File: config.mk
export PLATFORM = sky130hd
export DESIGN_NAME = video_timing_gen
export DESIGN_NICKNAME = d
export VERILOG_FILES = /design/src/rtl/video_timing_gen.sv
export SDC_FILE = /design/constraint.sdc
export NUM_CORES = 1
export LEC_CHECK = 0
export CAP_MARGIN = 20
export CORE_MARGIN = 5
export CORE_UTILIZATION = 61
export CTS_CLUSTER_DIAMETER = 40
export DETAILED_ROUTE_END_ITERATION = 7
export MAX_ROUTING_LAYER = met4
export PLACE_DENSITY = 0.79
export SLEW_MARGIN = 20
export SYNTH_ARGS = -nofsm -noshare
export SYNTH_HDL_FRONTEND = slang
export SYNTH_SLANG_ARGS = --single-unit
File: constraint.sdc
create_clock -name i_clk -period 3.75 [get_ports i_clk]
set_input_delay 0.9375 -clock i_clk [delete_from_list [all_inputs] [get_ports i_clk]]
set_output_delay 0.9375 -clock i_clk [all_outputs]
set_load 0.02 [all_outputs]
File: src/rtl/video_timing_gen.sv
// ---------------------------------------------------------------------------
// video_timing_gen
// Raster timing generator for one configurable video mode. Pixel-rate
// counters advance on i_en only, so the block can run from a faster system
// clock. blank/hsync/vsync/frame are registered and are decoded from the
// pre-increment counter values, so they trail the counters by one pixel.
//
// Optional build macro: VIDEO_TIMING_COORD_EN
//   Defined   -> o_x / o_y carry the active column/row of the presented pixel
//                (0 while blanked), registered alongside the other outputs.
//   Undefined -> o_x / o_y ports and their logic are absent.
// ---------------------------------------------------------------------------
module video_timing_gen #(
    parameter int unsigned H_RES  = 640,
    parameter int unsigned H_FP   = 16,
    parameter int unsigned H_SYNC = 96,
    parameter int unsigned H_BP   = 48,
    parameter int unsigned V_RES  = 480,
    parameter int unsigned V_FP   = 10,
    parameter int unsigned V_SYNC = 2,
    parameter int unsigned V_BP   = 33,
    parameter int unsigned H_POL  = 0,
    parameter int unsigned V_POL  = 0
) (
    input  logic i_clk,
    input  logic i_rst,
    input  logic i_en,
    output logic o_blank,
    output logic o_hsync,
    output logic o_vsync,
    output logic o_frame
`ifdef VIDEO_TIMING_COORD_EN
    ,
    output logic [$clog2(H_RES)-1:0] o_x,
    output logic [$clog2(V_RES)-1:0] o_y
`endif
);

    // Line / frame geometry
    localparam int unsigned H_TOTAL = H_RES + H_FP + H_SYNC + H_BP;
    localparam int unsigned V_TOTAL = V_RES + V_FP + V_SYNC + V_BP;
    localparam int unsigned HW      = $clog2(H_TOTAL);
    localparam int unsigned VW      = $clog2(V_TOTAL);

    // Sync window boundaries (start inclusive, end exclusive)
    localparam int unsigned H_SYNC_START = H_RES + H_FP;
    localparam int unsigned H_SYNC_END   = H_RES + H_FP + H_SYNC;
    localparam int unsigned V_SYNC_START = V_RES + V_FP;
    localparam int unsigned V_SYNC_END   = V_RES + V_FP + V_SYNC;

    // Active levels of the sync outputs
    localparam logic HS_ACT = 1'(H_POL);
    localparam logic VS_ACT = 1'(V_POL);

`ifdef VIDEO_TIMING_COORD_EN
    localparam int unsigned XW = $clog2(H_RES);
    localparam int unsigned YW = $clog2(V_RES);
`endif

    logic [HW-1:0] h_cnt;
    logic [VW-1:0] v_cnt;
    logic [HW-1:0] h_nxt;
    logic [VW-1:0] v_nxt;
    logic          h_last;
    logic          v_last;

    logic          h_in_active;
    logic          v_in_active;
    logic          h_in_sync;
    logic          v_in_sync;
    logic          blank_d;
    logic          hsync_d;
    logic          vsync_d;
    logic          frame_d;

`ifdef VIDEO_TIMING_COORD_EN
    logic [XW-1:0] x_d;
    logic [YW-1:0] y_d;
`endif

    // Next counter values: h wraps at end of line, v steps/wraps on that edge
    always_comb begin
        h_last = (h_cnt == HW'(H_TOTAL - 1));
        v_last = (v_cnt == VW'(V_TOTAL - 1));
        h_nxt  = h_cnt + HW'(1);
        v_nxt  = v_cnt;
        if (h_last) begin
            h_nxt = '0;
            if (v_last) begin
                v_nxt = '0;
            end else begin
                v_nxt = v_cnt + VW'(1);
            end
        end
    end

    // Decode the pixel at the current (pre-increment) counter position
    always_comb begin
        h_in_active = (h_cnt < HW'(H_RES));
        v_in_active = (v_cnt < VW'(V_RES));
        h_in_sync   = (h_cnt >= HW'(H_SYNC_START)) && (h_cnt < HW'(H_SYNC_END));
        v_in_sync   = (v_cnt >= VW'(V_SYNC_START)) && (v_cnt < VW'(V_SYNC_END));
        blank_d     = !(h_in_active && v_in_active);
        hsync_d     = h_in_sync ? HS_ACT : ~HS_ACT;
        vsync_d     = v_in_sync ? VS_ACT : ~VS_ACT;
        frame_d     = (h_cnt == '0) && (v_cnt == '0);
    end

`ifdef VIDEO_TIMING_COORD_EN
    // Coordinates of the presented pixel, forced to zero while blanked
    always_comb begin
        x_d = '0;
        y_d = '0;
        if (!blank_d) begin
            x_d = XW'(h_cnt);
            y_d = YW'(v_cnt);
        end
    end
`endif

    // Raster counters; reset restarts the frame at (0,0)
    always_ff @(posedge i_clk) begin
        if (i_rst) begin
            h_cnt <= '0;
            v_cnt <= '0;
        end else if (i_en) begin
            h_cnt <= h_nxt;
            v_cnt <= v_nxt;
        end
    end

    // Registered timing outputs, held while i_en is low
    always_ff @(posedge i_clk) begin
        if (i_rst) begin
            o_blank <= 1'b1;
            o_hsync <= ~HS_ACT;
            o_vsync <= ~VS_ACT;
            o_frame <= 1'b0;
        end else if (i_en) begin
            o_blank <= blank_d;
            o_hsync <= hsync_d;
            o_vsync <= vsync_d;
            o_frame <= frame_d;
        end
    end

`ifdef VIDEO_TIMING_COORD_EN
    // Registered coordinates, aligned with the timing outputs
    always_ff @(posedge i_clk) begin
        if (i_rst) begin
            o_x <= '0;
            o_y <= '0;
        end else if (i_en) begin
            o_x <= x_d;
            o_y <= y_d;
        end
    end
`endif

endmodule

=== Word-level counts from Yosys, hierarchy flattened ===
Index checks and enable logic that the tools add are counted.

* Input port bits: 3
* Register bits after elaboration: 24

* Equality and inequality tests: 2
* Add/sub/neg operators: 2
* Muxes and demuxes: 4
* Order comparisons: 6
* Reductions and logical operators: 8

{| class="wikitable"
|+ Operator list
! kind !! number
|-
| 10-bit by 1-bit adder with 10-bit output, second input constant || 2
|-
| 10-bit == test, second input constant || 2
|-
| 10-bit zero test || 2
|-
| 10-bit < comparator, second input constant || 2
|-
| 10-bit by 9-bit < comparator with 1-bit output, second input constant || 2
|-
| 10-bit two-way mux || 2
|-
| 10-bit greater-or-equal comparator, second input constant || 1
|-
| 10-bit by 9-bit greater-or-equal comparator with 1-bit output, second input constant || 1
|-
| 1-bit logical AND || 4
|-
| 1-bit two-way mux || 2
|-
| 2-bit AND reduction || 1
|-
| 1-bit zero test || 1
|}

=== Depth between registers and ports, before layout ===
* Depth after elaboration: 3
* Gate-level depth with buffers: 6
* Gate-level depth less buffers: 6

=== Least setup slack after synthesis ===
No wires, ideal clock.

* Kind: in2reg
* From: in i_en
* To: reg v_cnt[5]
* Path slack: 1.615 ns
* Data required time: 3.680 ns
* Arrival: 2.065 ns
* Path buffers: 0
* Stages: 4
* Library setup time: 0.070 ns
* Path through: nand4_4 > or3_4 > or4_1 > a21oi_1

* Longest elaborated chain between the ends: 1

{| class="wikitable"
|+ RTL lines
! item !! line !! text
|-
| start, declared || 27 || <nowiki>input logic i_en,</nowiki>
|-
| 2-bit AND reduction (no source line) || - ||
|-
| end signal, assigned || 128 || <nowiki>v_cnt <= v_nxt;</nowiki>
|-
| end, declared || 61 || <nowiki>logic [VW-1:0] v_cnt;</nowiki>
|}

Every way passes these cells.
A chain may end at the register's enable or synchronous reset.

=== Final worst setup path ===
Ends and elaborated chain as after synthesis.

==> reports/metrics.cfg <==
[setup_path]
r2r_slack_ns=1.76
worstSetupPathType=primary input to flop
startpoint_type=primary input
r2r_start=h_cnt[0]
cp.arrival_ns=2.95
cp_max_fo=11
worstPathRequired_ns=4.00
r2r_cells=5
end_kind=flop
startpoint=i_en
r2r_end=v_cnt[5]

[sta]
hold_viol_final=0
tns_ns=0
drv_slew=0
fin_ws_ns=1.05
period_needed_ns=2.70
finClkSkew_ns=0.00156
setup_viol=0
max_clock_freq_mhz=371
post-route-period-util_pct=72.0
rsz0062_at_grt=false
timing.slew.headroom_pct=71.8
tightest_slew_ns=0.419

[logic_synthesis]
syn_area_um2=1210
syn_avg_cell_area_um2=8.87
synth-seq-cells=24
ys_types=37
async_reset_ff_share_pct=0
synth_seq_area_share_pct=39.8
synth_cells=136
synth_edf_count=0
ys_warn_count=0
synth_nets=143
synth_ff_type=dfxtp_1

[cts]
cts.sink_count=24
clock_latency_ns=0.31
cts-root-to-sink-buffers=2
cts_made_buffers=3
cts_root_buf=clkbuf_4
cts-htree-levels=1
cts-resized-gates=0
cts_hold_buf=0
cts_setup_buffers=0
cts.clk_slew.worst_paths_ns=0.13
cts_tree=yes

[worst_hold_path]
min_path_cells=1
hold_path.class=flop to flop
hold_start=o_vsync
min_to=o_vsync

[final_layout]
nNetsFinal=151
antennaDiodeCount=0
final_common_cell=dfxtp_1
drive_above_1_share_pct=7.69
final_cell_mix=dfxtp_1 (24), nor2_1 (16), nand3_1 (11)
area_growth_syn_to_layout_pct=11.2

[route]
drt_first_pass_iters=4
vias=1007
drt-initial-drc-count=20
ant_nets=0
wire_per_inst_um=13.7
wl_um=2320
drc=0
drt-vias-per-instance=5.92

[placement]
port_buffers=6
place.gp.congestion=0.854
hpwlAfterDp_um=1740
dp_slack_ns=0.735

[grt]
first_global_vias=984
track_usage_pct=19.9
antenna_found_initial=0
grt_max_degree=15
overflow=0
grt_pass1_wl_um=4170

[power]
p_int_w=0.000384
p_sw_share_pct=20.4
power_density_nw_per_um2=359
power_frac_clock_pct=38.3
p_leak_nw=0.471
total_power_w=0.000482
combPwrFrac_pct=6.8
p_switching_w=0.0000980
seqPwrFrac_pct=54.9
ir_drop_mv=0.271

[floorplan]
dieArea_um2=2970
core_area_um2=1920
chipHeight_um=54.5
ios=7
die_w_um=54.5
row_count=16
initial_core_util_pct=62.8

[flow_run]
cap_violations=0

[outcome]
status=finished clean

-- worst max-delay path, stage by stage --
cell and delay, ns:
clkdlybuf4s50_1 0.72, nand4_4 0.19, or3_4 0.46, or4_1 0.50, a21oi_1 0.14
-- registers in the layout, indices dropped and copies added, names as in the netlist --
name,cells
h_cnt,10
o_blank,1
o_frame,1
o_hsync,1
o_vsync,1
v_cnt,10
-- worst max path at each step --
stage                     slack, ns        to  cells past startpoint
after CTS                      1.07  v_cnt[5]                      5
after detailed placement       0.73  v_cnt[5]                      5
after global placement         0.78  v_cnt[5]                      5
after floorplan                1.61  v_cnt[5]                      4
final                          1.05  v_cnt[5]                      5
after global routing           0.97  v_cnt[5]                      5
-- metal layers --
| layer | part of all wire, % | track usage [%] | vias to the layer above |
|---|---|---|---|
| met2 | 45 | 29.1 | 33 |
| li1 | - | - | 505 |
| met1 | 47 | 25.5 | 462 |
| met3 | 6.4 | 3.81 | 7 |
| met4 | 1.4 | 11.2 | 0 |
| met5 | 0 | - | - |
-- synth_stat cells (2+ instances only) --
cell type,instances,share of area (%)
nor3_1,2,0.83
a211o_1,2,1.5
a21oi_1,8,3.3
nand3_1,11,4.6
inv_1,6,1.9
or3_1,4,2.1
nand2_1,5,1.6
clkbuf_1,2,0.62
dfxtp_1,24,40
xor2_1,7,5.1
ha_1,4,4.1
or4_1,3,1.9
and3_1,3,1.6
and4_1,3,2.2
xnor2_1,6,4.4
nand4_1,3,1.6
nor4_1,4,2.1
o21ai_0,4,1.7
nor2_1,16,5.0
or4_4,2,1.9
-- cell families (layout without fill, tap and decap cells) --
family | count (synthesis) | in the layout | synth area share (%)
and+or+nand+nor | 66 | 66 | 33.0
DFF | 24 | 24 | 39.8
AOI/OAI and AO/OA | 19 | 19 | 9.96
xor gates and xnor gates | 13 | 13 | 9.44
buffers and inverters | 9 | 16 | 2.80
adders and majority gates | 4 | 4 | 4.15
muxes | 1 | 1 | 0.830
-- per-stage QoR --
step                      cell area (um^2)  util, %  hold WS [ns]  std cells
final                                 1340     69.8         0.490        170
after floorplan                       1210        -         0.467        136
after detailed placement              1290     67.1         0.461        166
after global placement                1290     67.1         0.451        166
after CTS                             1340     69.8         0.497        170
after global routing                  1340     69.8         0.524        170
-- layout make-up --
class                      instances  area (um^2)
timing repair buffer               6         60.1
clock buffer                       3         22.5
sequential                        24          480
fill                             155          581
inverter                           6         22.5
tap                               27         33.8
clock inverter                     1         30.0
multi-input combinational        103          692
-- power groups by stage --
stage	registers (W)	clock network (W)	logic [W]
2_1_floorplan	0.000272	0	0.0000174
6_report	0.000264	0.000185	0.0000327
5_1_grt	0.000265	0.000198	0.0000364
3_3_place_gp	0.000269	0	0.0000318
3_5_place_dp	0.000270	0	0.0000330
4_1_cts	0.000264	0.000189	0.0000333
Note: power is estimated with default switching activity, not from simulation.
